<file path="src/rtl/usb_sie_tx.sv">
// Low-speed USB transmit packetizer.
// Buffers up to MAX_LEN payload bytes and sends them to the bit-level sender on start.
// Byte order on the wire: PID byte, payload, CRC16 (data PIDs only). The block then
// drops tx_valid_o to request EOP and holds busy_o for EOP_CYCLES cycles of gap.
// Optional feature macro: USB_SIE_TX_CRC_INJECT_EN adds crc_inject_i. When the sampled
// value is set, the CRC high byte is sent with bit 0 inverted.
module usb_sie_tx #(
  parameter int unsigned MAX_LEN    = 8,
  parameter int unsigned EOP_CYCLES = 64
) (
  input  logic       clk_i,
  input  logic       reset_i,
  input  logic       wr_en_i,
  input  logic [7:0] wr_data_i,
  output logic [3:0] buf_count_o,
  input  logic [3:0] pid_i,
  input  logic       start_i,
`ifdef USB_SIE_TX_CRC_INJECT_EN
  input  logic       crc_inject_i,
`endif
  output logic       busy_o,
  output logic       done_o,
  output logic       err_o,
  output logic [7:0] tx_data_o,
  output logic       tx_valid_o,
  input  logic       tx_ready_i
);

  localparam int unsigned IdxW = (MAX_LEN > 1) ? $clog2(MAX_LEN) : 1;
  localparam int unsigned GapW = $clog2(EOP_CYCLES + 1);

  typedef enum logic [2:0] {
    StIdle,
    StSendPid,
    StSendData,
    StSendCrcLo,
    StSendCrcHi,
    StDrain,
    StGap
  } state_e;

  // USB CRC16: polynomial 0x8005 processed reflected (0xA001), LSB first.
  function automatic logic [15:0] crc16_byte(input logic [15:0] crc, input logic [7:0] data);
    logic [15:0] c;
    c = crc ^ {8'h00, data};
    for (int i = 0; i < 8; i++) begin
      c = c[0] ? ((c >> 1) ^ 16'hA001) : (c >> 1);
    end
    return c;
  endfunction

  state_e            state_q, state_d;
  logic [7:0]        buf_q [MAX_LEN];
  logic [3:0]        count_q, count_d;
  logic [3:0]        idx_q, idx_d;
  logic [15:0]       crc_q, crc_d;
  logic [7:0]        tx_data_q, tx_data_d;
  logic [GapW-1:0]   gap_q, gap_d;
  logic              hs_q, hs_d;
  logic              done_q, done_d;
  logic              err_q, err_d;
  logic              wr_accept;
  logic              crc_inj;

`ifdef USB_SIE_TX_CRC_INJECT_EN
  logic inject_q;

  // Capture the CRC-corruption request together with the PID.
  always_ff @(posedge clk_i) begin
    if (reset_i) begin
      inject_q <= 1'b0;
    end else if (state_q == StIdle && start_i) begin
      inject_q <= crc_inject_i;
    end
  end

  assign crc_inj = inject_q;
`else
  assign crc_inj = 1'b0;
`endif

  // Payload storage; contents are only meaningful below count_q, so no reset.
  always_ff @(posedge clk_i) begin
    if (wr_accept) begin
      buf_q[count_q[IdxW-1:0]] <= wr_data_i;
    end
  end

  // State and datapath registers.
  always_ff @(posedge clk_i) begin
    if (reset_i) begin
      state_q   <= StIdle;
      count_q   <= 4'd0;
      idx_q     <= 4'd0;
      crc_q     <= 16'hFFFF;
      tx_data_q <= 8'h00;
      gap_q     <= '0;
      hs_q      <= 1'b0;
      done_q    <= 1'b0;
      err_q     <= 1'b0;
    end else begin
      state_q   <= state_d;
      count_q   <= count_d;
      idx_q     <= idx_d;
      crc_q     <= crc_d;
      tx_data_q <= tx_data_d;
      gap_q     <= gap_d;
      hs_q      <= hs_d;
      done_q    <= done_d;
      err_q     <= err_d;
    end
  end

  // Next-state logic: buffer writes, packet sequencing and the post-EOP gap.
  always_comb begin
    state_d   = state_q;
    count_d   = count_q;
    idx_d     = idx_q;
    crc_d     = crc_q;
    tx_data_d = tx_data_q;
    gap_d     = gap_q;
    hs_d      = hs_q;
    done_d    = 1'b0;
    err_d     = 1'b0;
    wr_accept = 1'b0;

    if (wr_en_i) begin
      if (state_q == StIdle && count_q < 4'(MAX_LEN)) begin
        wr_accept = 1'b1;
        count_d   = count_q + 4'd1;
        crc_d     = crc16_byte(crc_q, wr_data_i);
      end else begin
        err_d = 1'b1;
      end
    end

    unique case (state_q)
      StIdle: begin
        if (start_i) begin
          // pid[1] set covers both data (11) and handshake (10) classes.
          if (pid_i[1]) begin
            state_d   = StSendPid;
            tx_data_d = {~pid_i, pid_i};
            hs_d      = ~pid_i[0];
          end else begin
            err_d = 1'b1;
          end
        end
      end
      StSendPid: begin
        if (tx_ready_i) begin
          if (hs_q) begin
            state_d   = StDrain;
            tx_data_d = 8'h00;
          end else if (count_q != 4'd0) begin
            state_d   = StSendData;
            tx_data_d = buf_q[0];
            idx_d     = 4'd1;
          end else begin
            state_d   = StSendCrcLo;
            tx_data_d = ~crc_q[7:0];
          end
        end
      end
      StSendData: begin
        // idx_q is the next byte to present; equal to count_q means the last one just went.
        if (tx_ready_i) begin
          if (idx_q == count_q) begin
            state_d   = StSendCrcLo;
            tx_data_d = ~crc_q[7:0];
          end else begin
            tx_data_d = buf_q[idx_q[IdxW-1:0]];
            idx_d     = idx_q + 4'd1;
          end
        end
      end
      StSendCrcLo: begin
        if (tx_ready_i) begin
          state_d   = StSendCrcHi;
          tx_data_d = ~crc_q[15:8] ^ {7'b0, crc_inj};
        end
      end
      StSendCrcHi: begin
        if (tx_ready_i) begin
          state_d   = StDrain;
          tx_data_d = 8'h00;
        end
      end
      StDrain: begin
        // This ready means the final byte has left the shifter; EOP follows.
        if (tx_ready_i) begin
          state_d = StGap;
          gap_d   = '0;
        end
      end
      StGap: begin
        if (gap_q == GapW'(EOP_CYCLES - 1)) begin
          state_d   = StIdle;
          done_d    = 1'b1;
          count_d   = 4'd0;
          idx_d     = 4'd0;
          crc_d     = 16'hFFFF;
          tx_data_d = 8'h00;
        end else begin
          gap_d = gap_q + GapW'(1);
        end
      end
      default: state_d = StIdle;
    endcase
  end

  assign busy_o      = (state_q != StIdle);
  assign tx_valid_o  = (state_q != StIdle) && (state_q != StGap);
  assign tx_data_o   = tx_data_q;
  assign buf_count_o = count_q;
  assign done_o      = done_q;
  assign err_o       = err_q;

endmodule

</file>
<file path="config.mk">
export PLATFORM = sky130hd
export DESIGN_NAME = usb_sie_tx
export DESIGN_NICKNAME = d
export VERILOG_FILES = /design/src/rtl/usb_sie_tx.sv
export SDC_FILE = /design/constraint.sdc
export NUM_CORES = 1
export LEC_CHECK = 0
export ABC_AREA = 1
export ABC_CLOCK_PERIOD_IN_PS = 4200
export BUFFER_PORTS_ARGS = -buffer_cell sky130_fd_sc_hd__buf_2
export CORE_ASPECT_RATIO = 0.75
export CORE_MARGIN = 8
export CORE_UTILIZATION = 60
export CTS_BUF_LIST = sky130_fd_sc_hd__clkbuf_4
export DETAILED_ROUTE_END_ITERATION = 8
export PLACE_DENSITY_LB_ADDON = 0.12
export SYNTH_ARGS = -nofsm -noshare
export SYNTH_HDL_FRONTEND = slang
export SYNTH_SLANG_ARGS = --single-unit
</file>
<file path="constraint.sdc">
create_clock -name clk_i -period 4.2 [get_ports clk_i]
set_clock_uncertainty 0.1 [all_clocks]
set_input_delay 1.26 -clock clk_i [delete_from_list [all_inputs] [get_ports clk_i]]
set_output_delay 1.26 -clock clk_i [all_outputs]
set_load 0.005 [all_outputs]
</file>
# Yosys cells after proc, flatten, opt, wreduce, memory -nomap -nowiden
# Memory sizes are Yosys's and may differ from the RTL's. A register that Yosys moved wholly into a read port is not among the register bits.
# Cells that the tools add are included.
[op_classes]
magnitude_cmp = 1
bitwise = 14
eq_ne = 22
addsub = 3
mux = 61
n_reduce_logical = 14
[ops]
columns = ["operator", "n"]
rows = [
  ["$mux W16", 12],
  ["$mux W8", 10],
  ["$pmux W8 S6", 1],
  ["$mux W4", 10],
  ["$mux W3", 12],
  ["$ne A2 B2 Y1 const B", 13],
  ["$not A2 Y3", 8],
  ["$pmux W3 S7", 1],
  ["$not A8 Y8", 2],
  ["$xor A16 B8 Y16", 1],
  ["$mux W7", 2],
  ["$pmux W7 S2", 1],
  ["$pmux W4 S3", 1],
  ["$mux W1", 11],
  ["$eq A3 B3 Y1 const B", 3],
  ["$reduce_and A9 Y1", 1],
  ["$add A4 B1 Y4 const B", 2],
  ["$reduce_and A8 Y1", 1],
  ["$add A7 B1 Y7 const B", 1],
  ["$eq A7 B6 Y1 const B", 1],
  ["$reduce_and A7 Y1", 1],
  ["$eq A3 B2 Y1 const B", 2],
  ["$reduce_and A3 Y1", 2],
  ["$reduce_bool A3 Y1", 2],
  ["12 further kinds", 14],
]
[totals]
out_inout_bits = 16
reg_bits = 45
elab_cells = 125
mem_bits_rw = 64
input_bits = 17
n_memories = 1
[memory_table]
columns = ["memory", "depth", "word_bits", "read_ports", "rd_clocked_by_memory_dff", "write_ports", "line_no", "source"]
rows = [
  ["buf_q", 8, 8, 2, 1, 1, "53", "logic [7:0] buf_q [MAX_LEN];"],
]

# Logic depth before layout (Yosys ltp)
# Gate-level depths: netlist (run 1).
[depth]
ltp_word = 21
ltp_mapped = 14
depth_no_buf = 14

# Worst setup path before layout (run 1)
# No wires, ideal clock.
[synth_timing]
path_kind = "input -> register"
startpoint = "input port wr_en_i"
endpoint = "memory buf_q[1][0], enable pin"
n_path_buf = 0
arrival_time_ps = 2220
cell_stages = 4
slack_ps = 1497
setup_ps = 383
cell_sequence = "inv_1 nor2_4 nand2_1 nor3_1"
[synth_via]
elab_chain_cells = 3
[synth_lines]
columns = ["element", "line_no", "source"]
rows = [
  ["start, declared", "13", "input logic wr_en_i,"],
  ["$mux W1", "127", "if (wr_en_i) begin"],
  ["$mux W1", "84", "if (wr_accept) begin"],
  ["$mux W1 (not written as such)", "85", "buf_q[count_q[IdxW-1:0]] <= wr_data_i;"],
  ["end, declared", "53", ""],
]
# No other way between the ends.

# Worst setup path after layout (run 1)
[layout_timing]
startpoint = "register state_q[2]"
endpoint = "output port tx_valid_o"
[layout_via]
elab_chain_cells = 2
elab_cells_between_ends = 3
classes_between = "eq/ne (1); reduce/logical (2)"
[layout_lines]
columns = ["element", "line_no", "source"]
rows = [
  ["start, declared", "52", "state_e state_q, state_d;"],
  ["start signal, assigned", "92", "state_q <= StIdle;"],
  ["start signal, assigned", "102", "state_q <= state_d;"],
  ["$ne A3 B3 Y1 / $reduce_bool A3 Y1 (equally long branches)", "213", "assign tx_valid_o = (state_q != StIdle) && (state_q != StGap);"],
  ["$logic_and A1 B1 Y1 *", "213", ""],
  ["end, declared", "25", "output logic tx_valid_o,"],
]
# Mark *: on every way between the ends. The rest lies on a longest branch, timed or not.

==> results.md, run 1 <==
* FILL cells at 722
* Multi-input gate area at 0.00194 mm2
* Syn Inst Count at 584
* Clock Path Buffers at 2
* Storage cell area at 0.00288 mm2
* Post-CTS setup buffers at 0
* I/O Buffers at 32
* ANT cells at 0
* Die Span Y at 96.3 um
* Min cycle time layout at 2950 ps
* Combinational Power Share at 0.387
* Worst setup path category: reg2out
* Distinct cells, synth at 32
* Met3 Use GR at 0.0610
* Non-filler cells, final at 727
* Die footprint at about 0.012 mm2
* Worst-Margin Slew at 1070 ps
* Worst EP required at 2840 ps
* # hold bufs at CTS at 0
* FF+latch count, synth at 112
* Crit path DAT at 1590 ps
* Met2 usage at 0.336
* Avg Vias per Cell at 5.80
* Mapped Avg Cell Area at 8.83 um2
* Status: finished clean
* Final wirelength at 12.5 mm
* Pleak at 2.25 nW
* Crit-path cells: nand2_2 -> nor2_4 -> nor2_1 -> buf_2
* Dpl hpwl at slightly above 9 mm
* # rows at 29
* PwrDens at approximately 560 mW/mm2
* Clk_lat worst skew at 480 ps
* Cell area after placement at 0.00541 mm2
* Initial core utilization at 0.613
* Max Cap Viol at 0
* # IOs at 33
* Sequential area share after synthesis at 0.559
* Vias in the first global route at 3911
* Reg power frac at 0.466
* Vias at 4219
* Finish-stage setup viols at 0
* Clk root buf: clkbuf_4
* H-tree depth at 3
* Switching part of the total power at 0.412
* Critical path buffers and inverters at 1
* Initial antenna violation count at 0
* Rel. slew slack at 0.286
* Largest stage delay, worst path at 620 ps
* Area Growth Syn to Fin at 7.04%
* Largest net degree at the start of global routing at 40
* Critical Path End Type: output port
* Global route hottest layer: met2
* PostCTS Resize Cnt at 0
* Slowest stage cell on the critical path: dfxtp_1
* Max-slew violations at 0
* Fmax achieved at 0.339 GHz
* Clk sinks at about 110
* Detailed Route Iter0 Violations at 488
* Int Power at approximately 1.8 mW
* Mapped cell area at 0.00516 mm2
* Syn nets at between 600 and 700
* # nets final at 635
* Crit-path max FO at 8
* GPL Wtd Cong at 0.879
* Final Hold Vio Count at 0
* Global-route wire length before repair at a little under 20 mm
* Clock Power Share at 0.147
* Drt wl/cell at 17.2 um
* Post-route cell area at 0.00552 mm2
* Die W at 123 um
* Fin crit share at 0.703
* Total power draw at between 3 and 4 mW
* Worst hold margin at 370 ps
* Startpoint types: flop
* CTS clk-pin slew, worst paths at 140 ps
* Share of layout cells above drive strength 1 at 0.120
* Total CTS buffers at 9
* RSZ-0062 raised after global routing: false
* Peak supply drop at approximately 0.0003 V
* Setup tns final at 0 ps
* Yosys warns at 0
* Met1 Track Usage GR at 0.296
* ANT nets after route at 0
* DRC at 0
* Grt total ovfl at 0
* Net Switching at 1.28 mW
* Core footprint at 0.00842 mm2
* DR pass1 iterations at 7
* All-layer global routing usage at 0.218
* Worst Hold Class: reg2reg
* CTS tree: yes
* Cell family with most CP delay: flip-flops
* Placed cell count at 711
-- registers in the layout, indices dropped and copies added (netlist names), named ones only --
name and cells:
crc_q 16, gap_q 7, buf_count_o 4, hs_q 1
state_q 3, idx_q 4, err_o 1, done_o 1
tx_data_o 8, buf_q 64
-- synth_stat cells, drive strengths merged --
| cell | n | area share |
|---|---|---|
| a211oi | 4 | 0.0068 |
| a21oi | 50 | 0.051 |
| a31oi | 4 | 0.0049 |
| buf | 7 | 0.0068 |
| clkbuf | 11 | 0.0080 |
| clkinv | 1 | 0.00073 |
| dfxtp | 48 | 0.19 |
| edfxtp | 64 | 0.37 |
| ha | 4 | 0.0097 |
| inv | 67 | 0.049 |
| nand2 | 106 | 0.078 |
| nand3 | 31 | 0.030 |
| nand3b | 1 | 0.0015 |
| nand4 | 1 | 0.0012 |
| nor2 | 72 | 0.059 |
| nor3 | 9 | 0.011 |
| o211ai | 11 | 0.016 |
| o21ai | 68 | 0.068 |
| o221ai | 8 | 0.014 |
| o22ai | 4 | 0.0049 |
| o311ai | 2 | 0.0034 |
| xnor2 | 1 | 0.0017 |
| xor2 | 10 | 0.017 |
-- placed cells by master (no fill, tap or decap), types with 2 or more instances in the layout --
cell type,n
o21ai_0,59
xor2_1,10
nand3_1,31
ha_1,4
dfxtp_1,48
nor2_2,4
buf_2,32
a21oi_1,49
clkbuf_4,11
nor3_1,8
a31oi_1,4
o211ai_1,11
inv_2,10
nor2_1,65
nand2_1,105
clkinv_1,4
edfxtp_1,64
o22ai_1,4
o21ai_1,6
inv_1,57
o221ai_1,8
nor2_4,3
o21ai_2,3
o311ai_1,2
buf_4,5
a211oi_1,3
-- power groups by stage --
stage / sequential (mW) / combinational [mW] / clock [mW]
finish: 1.45 / 1.20 / 0.458
global route: 1.46 / 1.35 / 0.498
CTS: 1.44 / 1.18 / 0.463
detailed placement: 1.47 / 1.17 / 0
global placement: 1.46 / 1.15 / 0
floorplan: 1.43 / 0.878 / 0
-- layout make-up --
cell class | count | share of cell area
clock buffers | 11 | 0.0150
clock inverters | 5 | 0.00431
inverters | 68 | 0.0462
multi-input cells | 386 | 0.352
flip-flops and latches | 112 | 0.522
well taps | 108 | 0.0245
repair buffers | 37 | 0.0358
-- layer usage --
layer	part of all wire	up-vias
met3	0.10	18
met2	0.44	181
li1	-	2061
met5	0	-
met1	0.44	1959
met4	0.012	0
-- through the flow --
| step | setup slack, ps | util |
|---|---|---|
| 2_1_floorplan | 1500 | - |
| 3_3_place_gp | 1100 | 0.643 |
| 3_5_place_dp | 1020 | 0.643 |
| 4_1_cts | 1220 | 0.656 |
| 5_1_grt | 1150 | 0.656 |
| 6_report | 1250 | 0.656 |
-- worst paths after layout --
kind | cells past startpoint | from | slack, ps | end
hold / removal | 1 | gap_q[4]$_SDFFE_PP0P_ | 370 | gap_q[4]$_SDFFE_PP0P_
hold reg to reg | 1 | gap_q[4]$_SDFFE_PP0P_ | 370 | gap_q[4]$_SDFFE_PP0P_
setup / recovery | 4 | state_q[2]$_SDFFE_PP0P_ | 1250 | tx_valid_o
setup reg to reg | 9 | state_q[1]$_SDFFE_PP0P_ | 1400 | buf_q[7][4]$_DFFE_PP_
-- cell families after synthesis --
logic type | after synthesis | share of synthesized area
fa+ha+maj | 4 | 0.00970
simple gates | 220 | 0.180
xor+xnor | 11 | 0.0187
compound gates | 151 | 0.168
flops | 112 | 0.559
buf+inv | 86 | 0.0643
Note: power is estimated with default switching activity, not from simulation.
==> inputs of run 2 (changes only) <==
ABC_AREA = 0   (was 1)
ABC_CLOCK_PERIOD_IN_PS = 2700   (was 4200)
CORE_UTILIZATION = 57   (was 60)
clock period = 2.7 ns   (was 4.2 ns; I/O delays follow)
==> run 2 against run 1 <==
- register-to-register slack got worse by 1300 ps
- synthesized area decreased by 1.1%
- power increased by 65%
- first-iteration DRC count decreased by 33%
- clock power increased by 100%
- die area increased by 3.5%
- worst hold slack improved by 29 ps
- final cell count decreased by 21%
- via count decreased by 19%
==> results.md, run 2 <==
* Syn nets at 437 (-28%)
* Slowest stage cell on the critical path: dfxtp_2
* Slack of the critical path at 102 ps (-1150 ps)
* Cell area after placement at 0.00546 mm2 (+0.86%)
* Distinct cells, synth at 59 (+84%)
* Mapped Avg Cell Area at 12.3 um2 (+39%)
* Most frequent cells in the layout: edfxtp_1 (64), dfxtp_1 (45), nand2_1 (41)
* Most frequent cell after synthesis: edfxtp_1
* CTS clk-pin slew, worst paths at 160 ps (+20 ps)
* DRC at 0 (unchanged)
* Die footprint at 0.0123 mm2 (+3.5%)
* Initial core utilization at 0.576 (-0.0370)
* Crit-path max FO at 17 (+9)
* Synth Flop Type: edfxtp_1
* Grt total ovfl at 0 (unchanged)
* FF+latch count, synth at 112 (unchanged)
* Number of flops mapped to enable cells by yosys at 64 (unchanged)
* ANT nets after route at 0 (unchanged)
* Peak supply drop at 0.000485 V (+65%)
* Post-CTS setup buffers at 0 (unchanged)
* Die W at 125 um (+1.8%)
* Clk_lat worst skew at 470 ps (about the same)
* Initial antenna violation count at 0 (unchanged)
* Global-route wire length before repair at 18.2 mm (-7.2%)
* Non-filler cells, final at 576 (-21%)
* Fin crit share at 0.962
* Die Span Y at 97.9 um (+1.7%)
* I/O Buffers at 32 (unchanged)
* Vias in the first global route at 3258 (-17%)
* Detailed Route Iter0 Violations at 326 (-33%)
* PwrDens at 913 mW/mm2 (+62%)
* Worst setup path category: reg2out
* Min cycle time layout at around 2600 ps
* Clk sinks at 112 (unchanged)
* Leading cell type in the layout, fill and taps excluded: edfxtp_1
* Async set-reset flop share out of synthesis at 0 (unchanged)
* Cell family with most CP delay: flip-flops
* Setup tns final at 0 ps (unchanged)
* Sequential area share after synthesis at 0.565 (+0.00631)
* Critical Path End Type: output port
* Post-route cell area at 0.00563 mm2 (+2.0%)
* Final wirelength at 11.7 mm (-6.3%)
* Fmax achieved at 0.385 GHz
* ANT cells at 0 (unchanged)
* DR pass1 iterations at 5 (-2)
* Post-synth top area cell: edfxtp_1
* Top post-synthesis cells by count: edfxtp_1 (64), dfxtp_1 (48), nand2_1 (41), nor2_1 (34)
* Max Cap Viol at 0 (unchanged)
* Core footprint at 0.00886 mm2 (+5.2%)
* Mapped cell area at 0.00510 mm2 (-1.1%)
* Finish-stage setup viols at 0 (unchanged)
* Final Hold Vio Count at 0 (unchanged)
* Total power draw at 5.14 mW (+65%)
* # rows at 30 (+3.4%)
* GPL Wtd Cong at 0.882 (+0.28%)
* Total CTS buffers at 9 (unchanged)
* Pleak at 2.09 nW (-7.0%)
* Largest cells by area after synthesis: edfxtp_1 (38%), dfxtp_1 (19%), mux4_2 (7.1%)
* Share of layout cells above drive strength 1 at 0.220 (+0.100)
* Crit path DAT at 1690 ps (+100 ps)
* RSZ-0062 raised after global routing: false
* Vias at 3429 (-19%)
* Avg Vias per Cell at 5.95 (+2.6%)
* Worst hold margin at 400 ps (+29.1 ps)
* Max reg flops at 64 (unchanged)
* CTS tree: yes
* Clk root buf: clkbuf_4
* Crit-path cells: buf_4 -> xnor2_1 -> nand2b_1 -> buf_2
* Worst Hold Class: reg2reg
* Syn Inst Count at 416 (-29%)
* Post-layout util at 0.636 (-0.0200)
* Dpl hpwl at 8.63 mm (-6.3%)
* FILL cells at 702 (-2.8%)
* Drt wl/cell at 20.3 um (+18%)
* Area Growth Syn to Fin at 10.4%
* Startpoint types: flop
* H-tree depth at 3 (unchanged)
* # nets final at 480 (-24%)
* Worst-Margin Slew at 1060 ps (-10.4 ps)
* Rel. slew slack at 0.291 (+0.00513)
* Setup slack at placement at 92.9 ps (-924 ps)
* All-layer global routing usage at 0.194 (-0.0244)
* Critical path buffers and inverters at 2 (+1)
* Status: finished clean
* Max-slew violations at 0 (unchanged)
* Worst EP required at 1790 ps (-1050 ps)
* Placed cell count at 560 (-21%)
* Clock Path Buffers at 2 (unchanged)
* Yosys top cell area share at 0.377 (+0.00421)
* Yosys warns at 0 (unchanged)
* Largest stage delay, worst path at 630 ps (about the same)
* Largest net degree at the start of global routing at 27 (-33%)
* # IOs at 33 (unchanged)
## run 2: cell types whose count changed in the layout (fill, tap and decap cells not counted), moves of 20 or more
cell / before / now
a21oi_1: 49 / 15
buf_4: 5 / 25
inv_1: 57 / 8
nand2_1: 105 / 41
nand3_1: 31 / 8
nor2_1: 65 / 34
o21ai_0: 59 / 13
## run 2: worst paths after layout
path	from	to	slack, ps	cells after the start
setup / recovery	state_q[2]$_SDFFE_PP0P_	tx_valid_o	100	4
hold / removal	crc_q[12]$_SDFF_PP1_	crc_q[12]$_SDFF_PP1_	400	2
setup reg to reg	buf_count_o[0]$_SDFF_PP0_	flop	140	8
hold reg to reg	crc_q[12]$_SDFF_PP1_	crc_q[12]$_SDFF_PP1_	400	2
## run 2: layout make-up
| type | instances | area, um2 | area share |
|---|---|---|---|
| Inverter | 8 | 30.0 | 0.00533 |
| Timing Repair Buffer | 57 | 348 | 0.0618 |
| Clock buffer | 10 | 75.1 | 0.0133 |
| Multi-Input combinational cell | 271 | 2060 | 0.366 |
| Tap cell | 112 | 140 | 0.0249 |
| Sequential cell | 112 | 2890 | 0.513 |
| Clock inverter | 6 | 92.6 | 0.0164 |
## run 2: worst reg2reg max path: stages, from the launching register on
cell,delay [ps]
dfxtp_1,560
inv_1,110
ha_1,210
nor3b_1,180
and2b_1,340
nand2b_1,150
a21oi_2,110
or4b_1,520
a21oi_1,210
## run 2: power breakdown
| group | switching [mW] | internal [mW] | leakage (nW) |
|---|---|---|---|
| registers | 0.258 | 2.06 | 0.973 |
| clock network | 0.541 | 0.393 | 0.0885 |
| logic | 1.02 | 0.870 | 1.03 |
## run 2: cells by family (layout without fill, tap and decap cells)
| logic type | count (synthesis) | in the layout | synth area share |
|---|---|---|---|
| flip-flops | 112 | 112 | 0.565 |
| multiplexers | 27 | 27 | 0.0922 |
| adder cells (fa/ha/maj) | 4 | 4 | 0.00981 |
| buffers and inverters | 33 | 81 | 0.0309 |
| AO/OA/AOI/OAI | 80 | 80 | 0.110 |
| XOR/XNOR | 34 | 34 | 0.0670 |
| AND/OR/NAND/NOR | 126 | 126 | 0.125 |
## run 2: per-layer routing
| layer | track usage | up-vias | part of all wire |
|---|---|---|---|
| met2 | 0.294 | 114 | 0.45 |
| met1 | 0.269 | 1686 | 0.48 |
| li1 | - | 1621 | - |
| met3 | 0.0566 | 8 | 0.068 |
| met4 | 0.0420 | 0 | 0.0068 |
| met5 | 0 | - | 0 |
## run 2: repair_timing
item,4_1_cts,5_1_grt
hold buffers,0,0
cloned,0,0
resized for setup,2,1
endpoints found under the setup margin,1,2
==> inputs of run 3 (changes only) <==
CORE_ASPECT_RATIO = default   (was 0.75)
CORE_MARGIN = 10   (was 8)
CTS_CLUSTER_SIZE = 8   (was default)
==> run 3 against run 2 <==
- critical endpoint is now busy_o
- wire length up 3.7%
- maximum frequency up 0.28%
- clock power decreased by 7.0%
- final cell count up 1.0%
- highest routed layer unchanged
- via count grew 3.7%
- count of clock-buffer cells in the layout is the same
- die area rose by 7.1%
==> results.md, run 3 (synthesis results as in run 2) <==
* Dpl hpwl at 8.78 mm (+1.7%)
* Crit path DAT at 1680 ps (about the same)
* PwrDens at 901 mW/mm2 (-1.3%)
* Fmax achieved at 0.386 GHz (+0.28%)
* Critical Path End Type: output port
* Core footprint at 0.00872 mm2 (-1.6%)
* All-layer global routing usage at 0.187 (-0.00646)
* Drt wl/cell at 20.9 um (+2.6%)
* H-tree depth at 3 (unchanged)
* Hold depth at 2 (unchanged)
* Total CTS buffers at 9 (unchanged)
* R2R Path End: tx_data_o[5]$_SDFFE_PP0P_
* Slack of the critical path at 109 ps (+7.26 ps)
* CTS clk-pin slew, worst paths at 160 ps (about the same)
* Detailed Route Iter0 Violations at 347 (+6.4%)
* ANT cells at 0 (unchanged)
* GPL Wtd Cong at 0.923 (+4.7%)
* Fin crit share at 0.959 (-0.00269)
* Leading cell type in the layout, fill and taps excluded: edfxtp_1
* Pleak at 2.13 nW (+1.8%)
* Rel. slew slack at 0.544 (+0.253)
* Startpoint types: flop
* Hold-critical path endpoint: tx_data_o[5]$_SDFFE_PP0P_
* Area Growth Syn to Fin at 11.6%
* Avg Vias per Cell at 6.11 (+2.6%)
* ANT nets after route at 0 (unchanged)
* Worst EP required at 1790 ps (about the same)
* Cell area after placement at 0.00553 mm2 (+1.3%)
* Vias in the first global route at 3394 (+4.2%)
* Post-route cell area at 0.00569 mm2 (+1.1%)
* Peak supply drop at 0.000422 V (-13%)
* Crit-path cells: buf_4 -> nor3_4 -> buf_4 -> inv_1 -> buf_2
* DRC at 0 (unchanged)
* Largest net degree at the start of global routing at 27 (unchanged)
* Vias at 3555 (+3.7%)
* I/O Buffers at 32 (unchanged)
* Most frequent cells in the layout: edfxtp_1 (64), dfxtp_1 (46), nand2_1 (41)
* Final wirelength at 12.1 mm (+3.7%)
* Worst-Margin Slew at 682 ps (-378 ps)
* R2R setup slack at 360 ps (+220 ps)
* Max-slew violations at 0 (unchanged)
* Die W at 115 um (-8.5%)
* Setup slack at placement at 82.6 ps (-10.3 ps)
* Most used cell, CP: buf_4
* Worst hold margin at 391 ps (-8.87 ps)
* Crit-path max FO at 21 (+4)
* Clk_lat worst skew at 470 ps (about the same)
* Clock Path Buffers at 2 (unchanged)
* Global-route wire length before repair at 18.8 mm (+2.9%)
* Max reg flops at 64 (unchanged)
* Share of layout cells above drive strength 1 at 0.236 (+0.0165)
* Worst Hold Class: reg2reg
* DR pass1 iterations at 5 (unchanged)
* Hold path start: tx_data_o[5]$_SDFFE_PP0P_
* # nets final at 490 (+2.1%)
* # IOs at 33 (unchanged)
* Max Cap Viol at 0 (unchanged)
* Status: finished clean
* RSZ-0062 raised after global routing: false
* Slowest stage cell on the critical path: dfxtp_1
* Worst setup path category: reg2out
* # rows at 34 (+13%)
* Die Span Y at 115 um (+17%)
* Initial core utilization at 0.585 (+0.00909)
* Largest stage delay, worst path at 380 ps (-250 ps)
* Post-layout util at 0.653 (+0.0171)
* Clk sinks at 112 (unchanged)
* R2R depth at 7 (-1)
* Grt total ovfl at 0 (unchanged)
* CTS tree: yes
* Initial antenna violation count at 0 (unchanged)
* Worst r2r src: buf_count_o[1]$_SDFF_PP0_
* Die footprint at 0.0131 mm2 (+7.1%)
* Min cycle time layout at 2590 ps (-7.26 ps)
* Final Hold Vio Count at 0 (unchanged)
* Finish-stage setup viols at 0 (unchanged)
* Clk root buf: clkbuf_4
* # hold bufs at CTS at 0 (unchanged)
==> run 3: changes by cell type in the layout (fill, tap and decap cells not counted), sizes merged <==
cell / before / now
buf: 57 / 67
inv: 9 / 10
bufinv: 2 / 1
clkinvlp: 1 / 2
clkinv: 2 / 1
==> run 3: through the flow <==
step	cells	power, mW	setup TNS [ps]
after floorplan	416	3.64	-528
after global placement	565	4.24	0
after detailed placement	565	4.27	0
after CTS	581	5.13	0
after global routing	582	5.43	0
final	582	5.13	0
==> run 3: timing repair <==
item	CTS	global route
gates resized for setup	0	2
endpoints found under the setup margin	0	2
buffers inserted	0	1
==> run 3: cell type report <==
type / instances / area, um2
multi-input combinational: 271 / 2070
clock buffer: 10 / 75.1
clock inverter: 6 / 78.8
timing repair buffer: 67 / 423
sequential: 112 / 2890
fill: 668 / 3030
inverter: 8 / 30.0
tap: 108 / 135
==> run 3: worst max-delay path: cells and delay by family (launching register included) <==
family	cells	cell delay [ps]
buffers and inverters	4	760
flip-flops	1	380
AND/OR/NAND/NOR	1	70
==> run 3: worst max-delay path by stage <==
stage / start / end / slack, ps / depth (start not counted)
3_5_place_dp: wr_data_i[4] / crc_q[0]$_SDFF_PP1_ / 80 / 7
5_1_grt: state_q[1]$_SDFFE_PP0P_ / busy_o / 10 / 5
6_report: state_q[1]$_SDFFE_PP0P_ / busy_o / 110 / 5
2_1_floorplan: state_q[1]$_SDFFE_PP0P_ / buf_q[0][0]$_DFFE_PP_ / -30 / 6
3_3_place_gp: wr_data_i[4] / crc_q[0]$_SDFF_PP1_ / 140 / 7
4_1_cts: state_q[1]$_SDFFE_PP0P_ / busy_o / 20 / 5
==> run 3: layer usage <==
| metal | up-vias | global-route usage | part of all wire |
|---|---|---|---|
| li1 | 1642 | - | - |
| met1 | 1755 | 0.253 | 0.44 |
| met2 | 137 | 0.291 | 0.47 |
| met3 | 21 | 0.0477 | 0.068 |
| met4 | 0 | 0.0510 | 0.015 |
| met5 | - | 0 | 0 |
==> run 3: power by group <==
part | internal, mW | leakage (nW) | switching (mW)
logic | 0.917 | 1.08 | 1.09
clock network | 0.307 | 0.0764 | 0.561
registers | 2.06 | 0.973 | 0.202
